===== src/rtl/psum_add_arbiter_if.sv =====
// Requester/response bundle for the shared partial-sum adder.
// The slave modport is the arbiter side; the master modport is the PE/consumer side.
interface psum_add_arbiter_if #(
  parameter int NUM_REQ = 4,
  parameter int DATA_W  = 8,
  parameter int ID_W    = $clog2(NUM_REQ)
);
  logic [NUM_REQ-1:0]        req_valid;
  logic [NUM_REQ-1:0]        req_ready;
  logic [NUM_REQ*DATA_W-1:0] req_a;
  logic [NUM_REQ*DATA_W-1:0] req_b;
  logic                      resp_valid;
  logic                      resp_ready;
  logic [DATA_W-1:0]         resp_sum;
  logic                      resp_carry;
  logic [ID_W-1:0]           resp_id;

  modport slave (
    input  req_valid, req_a, req_b, resp_ready,
    output req_ready, resp_valid, resp_sum, resp_carry, resp_id
  );

  modport master (
    output req_valid, req_a, req_b, resp_ready,
    input  req_ready, resp_valid, resp_sum, resp_carry, resp_id
  );
endinterface


===== src/rtl/psum_add_arbiter.sv =====
// Round-robin arbiter sharing one registered adder among NUM_REQ requesters.
// One grant per cycle; result held in a single register until drained.
module psum_add_arbiter #(
  parameter int NUM_REQ = 4,
  parameter int DATA_W  = 8,
  parameter int ID_W    = $clog2(NUM_REQ)
) (
  input  logic                clk,
  input  logic                rst,
  psum_add_arbiter_if.slave   bus,
  output logic [15:0]         o_grant_cnt
);

  logic [ID_W-1:0]    r_ptr;
  logic               r_full;
  logic [DATA_W-1:0]  r_sum;
  logic               r_carry;
  logic [ID_W-1:0]    r_id;
  logic [15:0]        r_grant_cnt;

  logic               w_found;
  logic [ID_W-1:0]    w_gnt;
  logic [ID_W-1:0]    w_cand;
  logic               w_can_accept;
  logic               w_fire;
  logic [NUM_REQ-1:0] w_ready;
  logic [DATA_W-1:0]  w_a;
  logic [DATA_W-1:0]  w_b;
  logic [DATA_W:0]    w_sum;

  function automatic logic [ID_W-1:0] wrap_idx(input logic [ID_W-1:0] base, input int off);
    int s;
    s = int'(base) + off;
    if (s >= NUM_REQ) begin
      s = s - NUM_REQ;
    end else begin
      s = s;
    end
    return ID_W'(s);
  endfunction

  // Round-robin search from r_ptr, grant decode and operand selection.
  always_comb begin
    w_found      = 1'b0;
    w_gnt        = {ID_W{1'b0}};
    w_cand       = {ID_W{1'b0}};
    w_ready      = {NUM_REQ{1'b0}};
    w_can_accept = !r_full || bus.resp_ready;
    for (int k = 0; k < NUM_REQ; k++) begin
      w_cand = wrap_idx(r_ptr, k);
      if (!w_found && bus.req_valid[w_cand]) begin
        w_found = 1'b1;
        w_gnt   = w_cand;
      end else begin
        w_found = w_found;
      end
    end
    // rst gates ready so no handshake can complete while reset is held
    w_fire = w_found && w_can_accept && !rst;
    if (w_fire) begin
      w_ready[w_gnt] = 1'b1;
    end else begin
      w_ready = {NUM_REQ{1'b0}};
    end
    w_a   = bus.req_a[w_gnt*DATA_W +: DATA_W];
    w_b   = bus.req_b[w_gnt*DATA_W +: DATA_W];
    w_sum = {1'b0, w_a} + {1'b0, w_b};
  end

  // Result register, full flag, rotation pointer and grant counter.
  always_ff @(posedge clk or posedge rst) begin
    if (rst) begin
      r_ptr       <= {ID_W{1'b0}};
      r_full      <= 1'b0;
      r_sum       <= {DATA_W{1'b0}};
      r_carry     <= 1'b0;
      r_id        <= {ID_W{1'b0}};
      r_grant_cnt <= 16'd0;
    end else if (w_fire) begin
      r_sum       <= w_sum[DATA_W-1:0];
      r_carry     <= w_sum[DATA_W];
      r_id        <= w_gnt;
      r_full      <= 1'b1;
      r_ptr       <= wrap_idx(w_gnt, 1);
      r_grant_cnt <= r_grant_cnt + 16'd1;
    end else if (r_full && bus.resp_ready) begin
      r_full      <= 1'b0;
    end else begin
      r_full      <= r_full;
    end
  end

  assign bus.req_ready  = w_ready;
  assign bus.resp_valid = r_full;
  assign bus.resp_sum   = r_sum;
  assign bus.resp_carry = r_carry;
  assign bus.resp_id    = r_id;
  assign o_grant_cnt    = r_grant_cnt;

endmodule

===== src/flat_wrapper.sv =====
// flat-port wrapper written by rule: the top's interface ports become plain ports
module psum_add_arbiter_flat 
#(
  parameter int NUM_REQ = 4,
  parameter int DATA_W  = 8,
  parameter int ID_W    = $clog2(NUM_REQ)
)
  (clk, rst, o_grant_cnt, bus_req_valid, bus_req_a, bus_req_b, bus_resp_ready, bus_req_ready, bus_resp_valid, bus_resp_sum, bus_resp_carry, bus_resp_id);
  psum_add_arbiter_if #(.NUM_REQ(NUM_REQ), .DATA_W(DATA_W), .ID_W(ID_W)) bus_i ();
  input  logic clk;
  input  logic rst;
  output logic [15:0] o_grant_cnt;
  input wire logic [$bits(bus_i.req_valid)-1:0] bus_req_valid;
  input wire logic [$bits(bus_i.req_a)-1:0] bus_req_a;
  input wire logic [$bits(bus_i.req_b)-1:0] bus_req_b;
  input wire logic [$bits(bus_i.resp_ready)-1:0] bus_resp_ready;
  output wire logic [$bits(bus_i.req_ready)-1:0] bus_req_ready;
  output wire logic [$bits(bus_i.resp_valid)-1:0] bus_resp_valid;
  output wire logic [$bits(bus_i.resp_sum)-1:0] bus_resp_sum;
  output wire logic [$bits(bus_i.resp_carry)-1:0] bus_resp_carry;
  output wire logic [$bits(bus_i.resp_id)-1:0] bus_resp_id;
  assign bus_i.req_valid = bus_req_valid;
  assign bus_i.req_a = bus_req_a;
  assign bus_i.req_b = bus_req_b;
  assign bus_i.resp_ready = bus_resp_ready;
  assign bus_req_ready = bus_i.req_ready;
  assign bus_resp_valid = bus_i.resp_valid;
  assign bus_resp_sum = bus_i.resp_sum;
  assign bus_resp_carry = bus_i.resp_carry;
  assign bus_resp_id = bus_i.resp_id;
  psum_add_arbiter #(.NUM_REQ(NUM_REQ), .DATA_W(DATA_W), .ID_W(ID_W)) u_core (.clk(clk), .rst(rst), .bus(bus_i), .o_grant_cnt(o_grant_cnt));
endmodule

===== config.mk =====
export PLATFORM = sky130hd
export DESIGN_NAME = psum_add_arbiter_flat
export DESIGN_NICKNAME = d
export VERILOG_FILES = /design/src/rtl/psum_add_arbiter_if.sv /design/src/rtl/psum_add_arbiter.sv /design/src/flat_wrapper.sv
export SDC_FILE = /design/constraint.sdc
export NUM_CORES = 1
export LEC_CHECK = 0
export ABC_AREA = 0
export CAP_MARGIN = 20
export CORE_ASPECT_RATIO = 0.6
export CORE_MARGIN = 2
export CORE_UTILIZATION = 45
export CTS_CLUSTER_SIZE = 14
export DETAILED_ROUTE_END_ITERATION = 10
export HOLD_SLACK_MARGIN = 0.03
export PLACE_DENSITY = 0.83
export SYNTH_ARGS = -nofsm -noshare
export SYNTH_HDL_FRONTEND = slang
export SYNTH_SLANG_ARGS = --single-unit

===== constraint.sdc =====
create_clock -name clk -period 6.2 [get_ports clk]
set_input_delay 1.24 -clock clk [delete_from_list [all_inputs] [get_ports clk]]
set_output_delay 1.24 -clock clk [all_outputs]
set_load 0.02 [all_outputs]

# Yosys cells after proc, flatten, opt, wreduce, memory -nomap -nowiden
# Cells that the tools add are included.
# word_totals
register_bits,30
latchBits,0
ram_bits,0
romBits,0
input_bits,71
mem_count,0
# op_classes
addsub,11
n_mul,0
div_mod_pow,0
order_cmp,11
n_eq_ne,0
n_shift,2
n_mux,26
n_bitwise,0
reduce_logical,14
# op_table
cell,n
variable part select 32 x 6 -> 8 bit,2
two-way mux 2 bit,9
adder 16 x 1 -> 16 bit (second input constant),1
less-than comparator 2 x 3 -> 1 bit (second input constant),5
>= comparator 3 bit (second input constant),4
two-way mux 1 bit,11
subtractor 2 x 1 -> 2 bit (second input constant),5
adder 8 x 8 -> 9 bit,1
binary-select mux 1 bit (select 2 bit),4
logical AND 1 bit,7
adder 2 x 1 -> 3 bit (second input constant),2
adder 2 x 2 -> 3 bit (second input constant),2
logical NOT 1 bit,5
two-way mux 4 bit,1
>= comparator 2 x 3 -> 1 bit (second input constant),1
demux 1 bit (select 2 bit),1
>= comparator 2 x 1 -> 1 bit (second input constant),1
nonzero test 2 bit,1
logical OR 1 bit,1

# Longest topological paths before layout
# Gate-level depths: netlist of run 1.
# depth
depth_word,19
mapped_depth,14

# Worst setup path after synthesis of run 1
# Ideal clock, no wire load.
# synth_path
path_kind,input -> output
start,in bus_req_valid[2]
end,out bus_req_ready[0]
arrival_time_ns,2.601
t_required_ns,4.960
setup_slack_ns,2.359
stages,9
n_path_buf,2
cell_sequence,nor2b_1 a21o_1 a221oi_2 and2b_1 buf_6 buf_12 inv_1 ha_1 and2_1
# synth_between
elab_chain_len,17
# synth_lines
item,line_no,source
start: declaration,flat_wrapper.sv:13,input wire logic [$bits(bus_i.req_valid)-1:0] bus_req_valid;
binary-select mux 1 bit (select 2 bit),psum_add_arbiter.sv:51,if (!w_found && bus.req_valid[w_cand]) begin
two-way mux 1 bit (not written as such),psum_add_arbiter.sv:51,
two-way mux 1 bit,psum_add_arbiter.sv:51,
logical NOT 1 bit,psum_add_arbiter.sv:51,
logical AND 1 bit,psum_add_arbiter.sv:51,
two-way mux 1 bit,psum_add_arbiter.sv:51,
logical NOT 1 bit,psum_add_arbiter.sv:51,
logical AND 1 bit,psum_add_arbiter.sv:51,
(+2 left out),n/a,
logical AND 1 bit,psum_add_arbiter.sv:51,
two-way mux 2 bit (*),psum_add_arbiter.sv:51,
net u_core.w_gnt[0],psum_add_arbiter.sv:22,logic [ID_W-1:0] w_gnt;
less-than comparator 2 x 3 -> 1 bit (not written as such) / >= comparator 2 x 1 -> 1 bit (equally long branches),psum_add_arbiter.sv:61,w_ready[w_gnt] = 1'b1;
logical AND 1 bit (not written as such),psum_add_arbiter.sv:61,
two-way mux 1 bit (not written as such),psum_add_arbiter.sv:61,
demux 1 bit (select 2 bit) (*),n/a,
two-way mux 4 bit (*),psum_add_arbiter.sv:60,if (w_fire) begin
end: declaration,flat_wrapper.sv:17,output wire logic [$bits(bus_i.req_ready)-1:0] bus_req_ready;
# Mark *: on every way through the listed nets, which the timed path passes. The rest lies on a longest branch. The select of a mux whose other input is x is not followed.

# Final worst setup path of run 1
# layout_path
start,in bus_req_valid[2]
end,out bus_req_ready[2]
# layout_between
elab_chain_len,17
# layout_lines
item,line_no
binary-select mux 1 bit (select 2 bit),psum_add_arbiter.sv:51
two-way mux 1 bit (not written as such),psum_add_arbiter.sv:51
two-way mux 1 bit,psum_add_arbiter.sv:51
logical NOT 1 bit,psum_add_arbiter.sv:51
logical AND 1 bit,psum_add_arbiter.sv:51
two-way mux 1 bit,psum_add_arbiter.sv:51
logical NOT 1 bit,psum_add_arbiter.sv:51
logical AND 1 bit,psum_add_arbiter.sv:51
two-way mux 1 bit,psum_add_arbiter.sv:51
logical NOT 1 bit,psum_add_arbiter.sv:51
logical AND 1 bit,psum_add_arbiter.sv:51
two-way mux 2 bit,psum_add_arbiter.sv:51
less-than comparator 2 x 3 -> 1 bit (not written as such) / >= comparator 2 x 1 -> 1 bit (equally long branches),psum_add_arbiter.sv:61
logical AND 1 bit (not written as such),psum_add_arbiter.sv:61
two-way mux 1 bit (not written as such),psum_add_arbiter.sv:61
demux 1 bit (select 2 bit),n/a
two-way mux 4 bit (*),psum_add_arbiter.sv:60
# Mark *: on every way between the ends. The rest lies on a longest branch, timed or not. The select of a mux whose other input is x is not followed.

==> impl_results.md, run 1 <==
* Syn_nets at 311
* Sequential cell fraction of total power at roughly a quarter
* Number of buffer cells added on primary ports at between 100 and 150
* Arrival time at the worst endpoint at 3.74 ns
* Total power draw at approximately 0.0012 W
* Pleak at around 1.5 nW
* Maximum fanout along the worst path at 19
* Number of rows in the core area at 19
* Vias per std cell at approximately 5.2
* Average footprint of a synthesized cell at 9.98 um^2
* Area share of fa/ha/maj cells after synthesis at under 10%
* First-pass GRT wire length at 8.65 mm
* Buffer levels on the longest clock path at 2
* Crit. End Element: output port
* Min Hold Slack at roughly 0.48 ns
* Chip Width at 95.4 um
* Overall routing resource usage at 20.1%
* Average detailed-routed wire length per instance at about 14 um
* Core region area at between 0.004 and 0.005 mm^2
* Buffers inserted during post-CTS setup optimization at 0
* Total of cells resized after clock tree synthesis at 0
* Cell chosen for the clock root: sky130_fd_sc_hd__clkbuf_8
* Count of pins on the block boundary at slightly above 100
* Buffers plus inverters on the worst setup path at 4
* Number of flops mapped to enable cells by yosys at 0
* Number of standard cells after synthesis at 226
* Remaining Overflow, GRT at 0
* Async set or reset register ratio after synthesis at 100%
* Post-synthesis xor/xnor area fraction at under 10%
* Result of the run: complete, no violations
* Synthesis-to-finish area growth at 50.7%
* Post-synthesis simple-gate area fraction at about 15%
* Cell variety after synth at 36
* Max stage delay on crit path at 0.53 ns
* Clock period minus final worst setup slack at 4.98 ns
* Layout cells sized above 1 at 4.86%
* TritonCTS clock tree: built
* Post-synthesis compound-gate area fraction at 9.49%
* Internal at about 0.00072 W
* Detailed-route wire length at ~5.7 mm
* Final RePlAce weighted congestion at around 0.8
* Type of element launching the critical path: primary input
* Max Transition Viols Final at 0
* Initial Util at roughly 48%
* Clock power frac at 12.2%
* Multiplexer share of the synthesized area at between 20% and 30%
* H-tree depth at 2
* Drt initial violations at 64
* Antenna violations before repair at 0
* Num CTS Buffers at 5
* Slew @ Worst Pin at about 0.57 ns
* RSZ-0062 raised after global routing: false
* Final Hold Violating Endpoints at 0
* Pin count of the biggest net entering global routing at 34
* Reported net switching power at just over 0.0005 W
* Die ar. at roughly 0.0056 mm^2
* Most frequently used flop master after synthesis: sky130_fd_sc_hd__dfrtp_1
* Number of global-route vias before repair at roughly 1900
* Largest family of logic cells by synthesized area: multiplexers
* Number of antenna repair diodes at 0
* Fin Clk Skew at just under 0.007 ns
* Sw Ratio at about two fifths
* Number of nets in the layout at just over 400
* Combinational cell fraction of total power at a little over three fifths
* Clock edge transition at the registers on the reported setup and hold paths at ~0.06 ns
* Via count of the routed design at about 2000
* Maximum clock frequency at roughly 200 MHz
* Largest vdd supply drop at 0.300 mV
* Min-delay worst type: flop to flop
* Clock Latency Late Sink at between 0.2 and 0.3 ns
* CP cell instances: clkdlybuf4s50_1 -> nor2b_1 -> a21o_1 -> a221oi_2 -> and2b_1 -> buf_4 -> inv_1 -> ha_1 -> and2_1 -> clkdlybuf4s50_1
* Remaining design rule violation count at 0
* Layout Utilization at approximately 72%
* Req. time, crit path at a little under 5 ns
* Final setup violating endpoints at 0
* Finished Cell Area at between 0.003 and 0.004 mm^2
* Worst path top cell family by delay: buffers and inverters
* Portion of the post-synthesis area used by sequential elements at between 30% and 40%
* Number of sinks on the clock net at 30
* Final cycle utilization of the critical path at about 80%
* Most Frequent Cell on Critical Path: sky130_fd_sc_hd__clkdlybuf4s50_1
* Cell area after synthesis at about 0.0023 mm^2
* Max-cap violations at 0
* Detailed Place HPWL at approximately 4.6 mm
* First-pass iteration count of the detailed router at 4
* Kind of critical path: primary input to output port
* Post-route antenna net violation count at 0
* Number of hold buffers added after cts at 0
* Cell with the biggest individual delay on the critical path: sky130_fd_sc_hd__clkdlybuf4s50_1
* YS warnings at 0
* Slew Limit Headroom at between 60% and 70%
* Die Ht at 58.8 um
* Power density of the placed cells at about 370 mW/mm^2
* Area after DPL at 0.00331 mm^2
* Number of flip-flops and latches in the synthesized netlist at 30
* Sum Neg Setup Slack at 0 ns
[worst register-to-register path: cells and delay by family (launching register included)]
kind / cells / cell delay [ns]
multiplexers: 2 / 0.36
flip-flops: 1 / 0.41
AO/OA/AOI/OAI: 5 / 0.99
XOR/XNOR: 1 / 0.13
buffers and inverters: 1 / 0.45
adder cells (fa/ha/maj): 2 / 0.77
AND/OR/NAND/NOR: 1 / 0.18
[cell usage after synthesis (2+ instances only)]
cell / count / area [um^2]
sky130_fd_sc_hd__nor3_1: 2 / 10.0
sky130_fd_sc_hd__dfrtp_1: 30 / 751
sky130_fd_sc_hd__nand3_1: 5 / 25.0
sky130_fd_sc_hd__a211oi_1: 3 / 22.5
sky130_fd_sc_hd__buf_6: 5 / 56.3
sky130_fd_sc_hd__mux2i_1: 48 / 480
sky130_fd_sc_hd__ha_1: 13 / 163
sky130_fd_sc_hd__a21o_1: 3 / 22.5
sky130_fd_sc_hd__a21oi_1: 9 / 45.0
sky130_fd_sc_hd__nand4_1: 5 / 31.3
sky130_fd_sc_hd__nand2b_1: 3 / 18.8
sky130_fd_sc_hd__xnor2_1: 16 / 140
sky130_fd_sc_hd__o21ai_0: 12 / 60.1
sky130_fd_sc_hd__inv_1: 7 / 26.3
sky130_fd_sc_hd__xor2_1: 3 / 26.3
sky130_fd_sc_hd__and2_1: 4 / 25.0
sky130_fd_sc_hd__nor2_1: 9 / 33.8
sky130_fd_sc_hd__buf_2: 3 / 15.0
sky130_fd_sc_hd__nand2_1: 29 / 109
[routing by layer]
metal | GRT usage [%] | routed length (um)
met5 | 0 | 0
met4 | 3.67 | 10
met3 | 4.61 | 402
met2 | 31.6 | 2640
met1 | 29.0 | 2620
[cell usage in the layout (no fill, tap or decap), drive strengths merged]
cell type	n
o211ai	1
and3	1
ha	13
xnor2	16
mux2i	48
and2b	1
inv	8
dfrtp	30
clkbuf	6
o32a	1
a221oi	1
o21bai	1
a21o	3
a21boi	1
nor4b	1
nand2b	3
fa	1
nor4	1
nand2	29
nor3	2
and2	4
a21oi	9
xor2	3
nand3	5
nor2	9
nand4	5
a211o	1
o21ai	12
a211oi	3
nor3b	1
clkdlybuf4s50	102
buf	4
nor2b	1
and4	1
o21a	1
[per-stage QoR]
step	cells	setup WS [ns]
6_report	392	1.22
2_1_floorplan	226	2.36
5_1_grt	392	1.08
3_5_place_dp	386	1.22
4_1_cts	392	1.21
3_3_place_gp	385	1.29
[kinds of logic (layout without fill, tap and decap cells)]
| group | count (synthesis) | count (layout) |
|---|---|---|
| AND/OR/NAND/NOR | 64 | 64 |
| multiplexers | 48 | 48 |
| AO/OA/AOI/OAI | 34 | 34 |
| flip-flops | 30 | 30 |
| XOR/XNOR | 19 | 19 |
| buffers and inverters | 17 | 120 |
| adder cells (fa/ha/maj) | 14 | 14 |
[final timing paths]
kind | to | slack, ns | start | cells past startpoint
worst max-delay path | bus_req_ready[2] | 1.22 | bus_req_valid[2] | 10
worst min-delay path | u_core.o_grant_cnt[15]$_DFFE_PP0P_ | 0.48 | u_core.o_grant_cnt[15]$_DFFE_PP0P_ | 1
worst max register to register | u_core.bus.resp_sum[6]$_DFFE_PP0P_ | 2.83 | u_core.r_ptr[0]$_DFFE_PP0P_ | 12
worst min register to register | u_core.o_grant_cnt[15]$_DFFE_PP0P_ | 0.48 | u_core.o_grant_cnt[15]$_DFFE_PP0P_ | 1
max in group asynchronous | u_core.bus.resp_carry$_DFFE_PP0P_ | 4.34 | rst | 3
min in group asynchronous | u_core.o_grant_cnt[3]$_DFFE_PP0P_ | 1.44 | rst | 2
[area by class of cell]
cell class                      count  area (um^2)
Multi-Input combinational cell    179         1380
Sequential cell                    30          751
Tap cell                           63         78.8
Inverter                            8         30.0
Clock buffer                        6         82.6
Timing Repair Buffer              106         1070
Fill cell                         369         1310
[power groups by stage]
| stage | Combinational (W) | Clock, W | Sequential (W) |
|---|---|---|---|
| after floorplan | 0.000486 | 0 | 0.000367 |
| after detailed placement | 0.000781 | 0 | 0.000310 |
| after global routing | 0.000858 | 0.000165 | 0.000318 |
| final | 0.000783 | 0.000151 | 0.000308 |
| after global placement | 0.000766 | 0 | 0.000309 |
| after CTS | 0.000788 | 0.000153 | 0.000308 |
[state kept, by name (all words and copies together), names as in the netlist]
name                   cells
u_core.bus.resp_valid      1
u_core.r_ptr               2
u_core.bus.resp_carry      1
u_core.bus.resp_id         2
u_core.o_grant_cnt        16
u_core.bus.resp_sum        8
Power figures use the tool's default switching activity.
==> inputs of run 2 (changes only) <==
CORE_UTILIZATION = 38   (was 45)
PLACE_DENSITY = 0.74   (was 0.83)
clock period = 4.06 ns   (was 6.2 ns; I/O delays follow)
==> run 2 against run 1 <==
- sequential cell count unchanged
- via count shrank 1.8%
- hold slack gained 0.0013 ns
- clock power grew 62%
- setup slack got worse by 1.1 ns
- clock skew down 0.0048 ns
- sequential power up 53%
- clock-buffer cell count increased by 1
- combinational power increased by 57%
- critical path depth is 1 lower
- global-route usage shrank 2.5 points
- largest power group unchanged
==> impl_results.md, run 2 (synthesis results as in run 1) <==
* Maximum fanout along the worst path at 13 (-6)
* Vias per std cell at 4.79 (-7.4%)
* Maximum clock frequency at 255 MHz
* Slew @ Worst Pin at 0.531 ns (-0.0363 ns)
* Chip Width at 103 um (+8.5%)
* Remaining Overflow, GRT at 0 (unchanged)
* Number of global-route vias before repair at 1971 (+5.0%)
* Most common cell after layout, fill and taps aside: sky130_fd_sc_hd__clkdlybuf4s50_1
* Pleak at 1.58 nW (+4.6%)
* Power density of the placed cells at 558 mW/mm^2 (+53%)
* First-pass GRT wire length at 9.04 mm (+4.5%)
* Max stage delay on crit path at 0.60 ns (+0.07 ns)
* Count of pins on the block boundary at 103 (unchanged)
* Post-route antenna net violation count at 0 (unchanged)
* Top library cells by usage in the layout, fill and taps aside: 100 x sky130_fd_sc_hd__clkdlybuf4s50_1, 48 x sky130_fd_sc_hd__mux2i_1, 30 x sky130_fd_sc_hd__dfrtp_1
* Initial Util at 39.9% (-8.0 points)
* Clock edge transition at the registers on the reported setup and hold paths at 0.06 ns (about the same)
* H-tree depth at 2 (unchanged)
* Num CTS Buffers at 5 (unchanged)
* WHS Path Cells at 1 (unchanged)
* Fin Clk Skew at 0.00209 ns (-0.00484 ns)
* Synthesis-to-finish area growth at 54.4%
* Detailed Place HPWL at 4.63 mm (+1.5%)
* Pin count of the biggest net entering global routing at 20 (-41%)
* TritonCTS clock tree: built
* Buffer levels on the longest clock path at 2 (unchanged)
* Area after DPL at 0.00339 mm^2 (+2.2%)
* Via count of the routed design at 1994 (-1.8%)
* Result of the run: complete, no violations
* Antenna violations before repair at 0 (unchanged)
* Max-cap violations at 0 (unchanged)
* Number of nets in the layout at 420 (+1.2%)
* Final Hold Violating Endpoints at 0 (unchanged)
* Average detailed-routed wire length per instance at 13.5 um (-6.7%)
* Clock Latency Late Sink at 0.27 ns (about the same)
* Final cycle utilization of the critical path at between 90% and 100%
* Layout cells sized above 1 at 6.55% (+1.7 points)
* Arrival time at the worst endpoint at 3.10 ns (-0.64 ns)
* Cell with the biggest individual delay on the critical path: sky130_fd_sc_hd__clkdlybuf4s50_1
* Drt initial violations at 67 (+4.7%)
* Finished Cell Area at 0.00348 mm^2 (+2.5%)
* Slew Limit Headroom at 64.5% (+2.4 points)
* Most Frequent Cell on Critical Path: sky130_fd_sc_hd__clkdlybuf4s50_1
* Number of rows in the core area at 21 (+2)
* Min-delay worst type: flop to flop
* WP depth at 9 (-1)
* Max Transition Viols Final at 0 (unchanged)
* Worst R2R Path Depth at 12 (unchanged)
* RSZ-0062 raised after global routing: false
* Cell chosen for the clock root: sky130_fd_sc_hd__clkbuf_8
* Worst path top cell family by delay: buffers and inverters
* Overall routing resource usage at 17.6% (-2.5 points)
* Number of antenna repair diodes at 0 (unchanged)
* Remaining design rule violation count at 0 (unchanged)
* CP cell instances: clkdlybuf4s50_1 -> inv_2 -> a21o_1 -> a221oi_2 -> and2b_1 -> buf_12 -> ha_1 -> and2_1 -> clkdlybuf4s50_1
* Final RePlAce weighted congestion at 0.848 (+3.3%)
* Largest vdd supply drop at 0.249 mV (-17%)
* Clock period minus final worst setup slack at around 3.9 ns
* Largest register FFs at 16 (unchanged)
* Number of buffer cells added on primary ports at 102 (unchanged)
* Final setup violating endpoints at 0 (unchanged)
* Type of element launching the critical path: primary input
* Kind of critical path: primary input to output port
* Crit. End Element: output port
* Detailed-route wire length at 5.61 mm (-0.97%)
* Sum Neg Setup Slack at 0 ns (unchanged)
* First-pass iteration count of the detailed router at 4 (unchanged)
* Die ar. at 0.00659 mm^2 (+17%)
* Buffers plus inverters on the worst setup path at 4 (unchanged)
* Number of sinks on the clock net at 30 (unchanged)
* Req. time, crit path at 3.25 ns (-1.71 ns)
* Core region area at 0.00565 mm^2 (+20%)
* Die Ht at 63.7 um (+8.2%)
## run 2: cell count changes in the layout (fill, tap and decap cells not counted)
| cell | previous run | this run |
|---|---|---|
| sky130_fd_sc_hd__clkdlybuf4s50_1 | 102 | 100 |
| sky130_fd_sc_hd__clkinv_2 | 0 | 1 |
| sky130_fd_sc_hd__buf_12 | 0 | 1 |
| sky130_fd_sc_hd__dlymetal6s2s_1 | 0 | 2 |
| sky130_fd_sc_hd__clkbuf_1 | 0 | 1 |
| sky130_fd_sc_hd__buf_4 | 3 | 7 |
## run 2: layer usage
| layer | track usage [%] | vias to the layer above | wire, um |
|---|---|---|---|
| li1 | - | 1016 | - |
| met1 | 25.0 | 913 | 2790 |
| met2 | 26.0 | 63 | 2370 |
| met3 | 5.77 | 2 | 427 |
| met4 | 3.45 | 0 | 27 |
| met5 | 0 | - | 0 |
## run 2: layout make-up
cell class,count,area (um^2)
Fill cell,479,2170
Multi-Input combinational cell,179,1380
Timing Repair Buffer,111,1130
Sequential cell,30,751
Tap cell,80,100
Clock buffer,7,86.3
Inverter,8,30.0
Clock inverter,1,5.00
## run 2: stage by stage
step | power (W) | worst slack, ns | util, % | hold slack [ns] | instances
CTS | 0.00196 | 0.104 | 61.6 | 0.478 | 416
global route | 0.00210 | 0.0277 | 61.6 | 0.499 | 416
detailed placement | 0.00170 | 0.0341 | 59.9 | 0.469 | 408
finish | 0.00194 | 0.144 | 61.6 | 0.478 | 416
global placement | 0.00168 | 0.0706 | 59.4 | 0.459 | 407
floorplan | 0.00130 | 0.754 | - | 0.529 | 226
## run 2: worst paths after layout
check,end,from,slack [ns]
worst min-delay path,u_core.o_grant_cnt[15]$_DFFE_PP0P_,u_core.o_grant_cnt[15]$_DFFE_PP0P_,0.48
worst min register to register,u_core.o_grant_cnt[15]$_DFFE_PP0P_,u_core.o_grant_cnt[15]$_DFFE_PP0P_,0.48
worst max-delay path,bus_req_ready[3],bus_req_valid[3],0.14
min in group asynchronous,u_core.bus.resp_sum[4]$_DFFE_PP0P_,rst,1.06
max in group asynchronous,u_core.bus.resp_id[1]$_DFFE_PP0P_,rst,2.53
worst max register to register,u_core.bus.resp_sum[7]$_DFFE_PP0P_,u_core.r_ptr[0]$_DFFE_PP0P_,1.00
## run 2: worst reg2reg max path: stages (launching register included)
cell	delay, ns
sky130_fd_sc_hd__dfrtp_1	0.41
sky130_fd_sc_hd__inv_1	0.07
sky130_fd_sc_hd__a21oi_1	0.13
sky130_fd_sc_hd__o32a_2	0.45
sky130_fd_sc_hd__buf_4	0.26
sky130_fd_sc_hd__mux2i_1	0.21
sky130_fd_sc_hd__mux2i_1	0.10
sky130_fd_sc_hd__ha_1	0.37
sky130_fd_sc_hd__o21ai_0	0.37
sky130_fd_sc_hd__o211ai_1	0.13
sky130_fd_sc_hd__a21oi_1	0.20
sky130_fd_sc_hd__xor2_1	0.15
sky130_fd_sc_hd__o21ai_0	0.08
## run 2: what timing repair did
item                                    4_1_cts  5_1_grt
hold buffers                                  0        0
endpoints found under the setup margin        0        2
resized for setup                             0        2
setup buffers                                 0        0
## run 2: where the power goes
part	switching [W]	leakage, nW	internal [W]	total, W
logic	0.000620	1.16	0.000607	0.00123
registers	0.0000807	0.378	0.000390	0.000471
clock network	0.000109	0.0482	0.000137	0.000245
==> inputs of run 3 (changes only) <==
CTS_CLUSTER_DIAMETER = 80   (was unset)
SLEW_MARGIN = 20   (was unset)
==> results of run 3 <==
No change in the layout: final DEF, timing and power equal those of run 2.
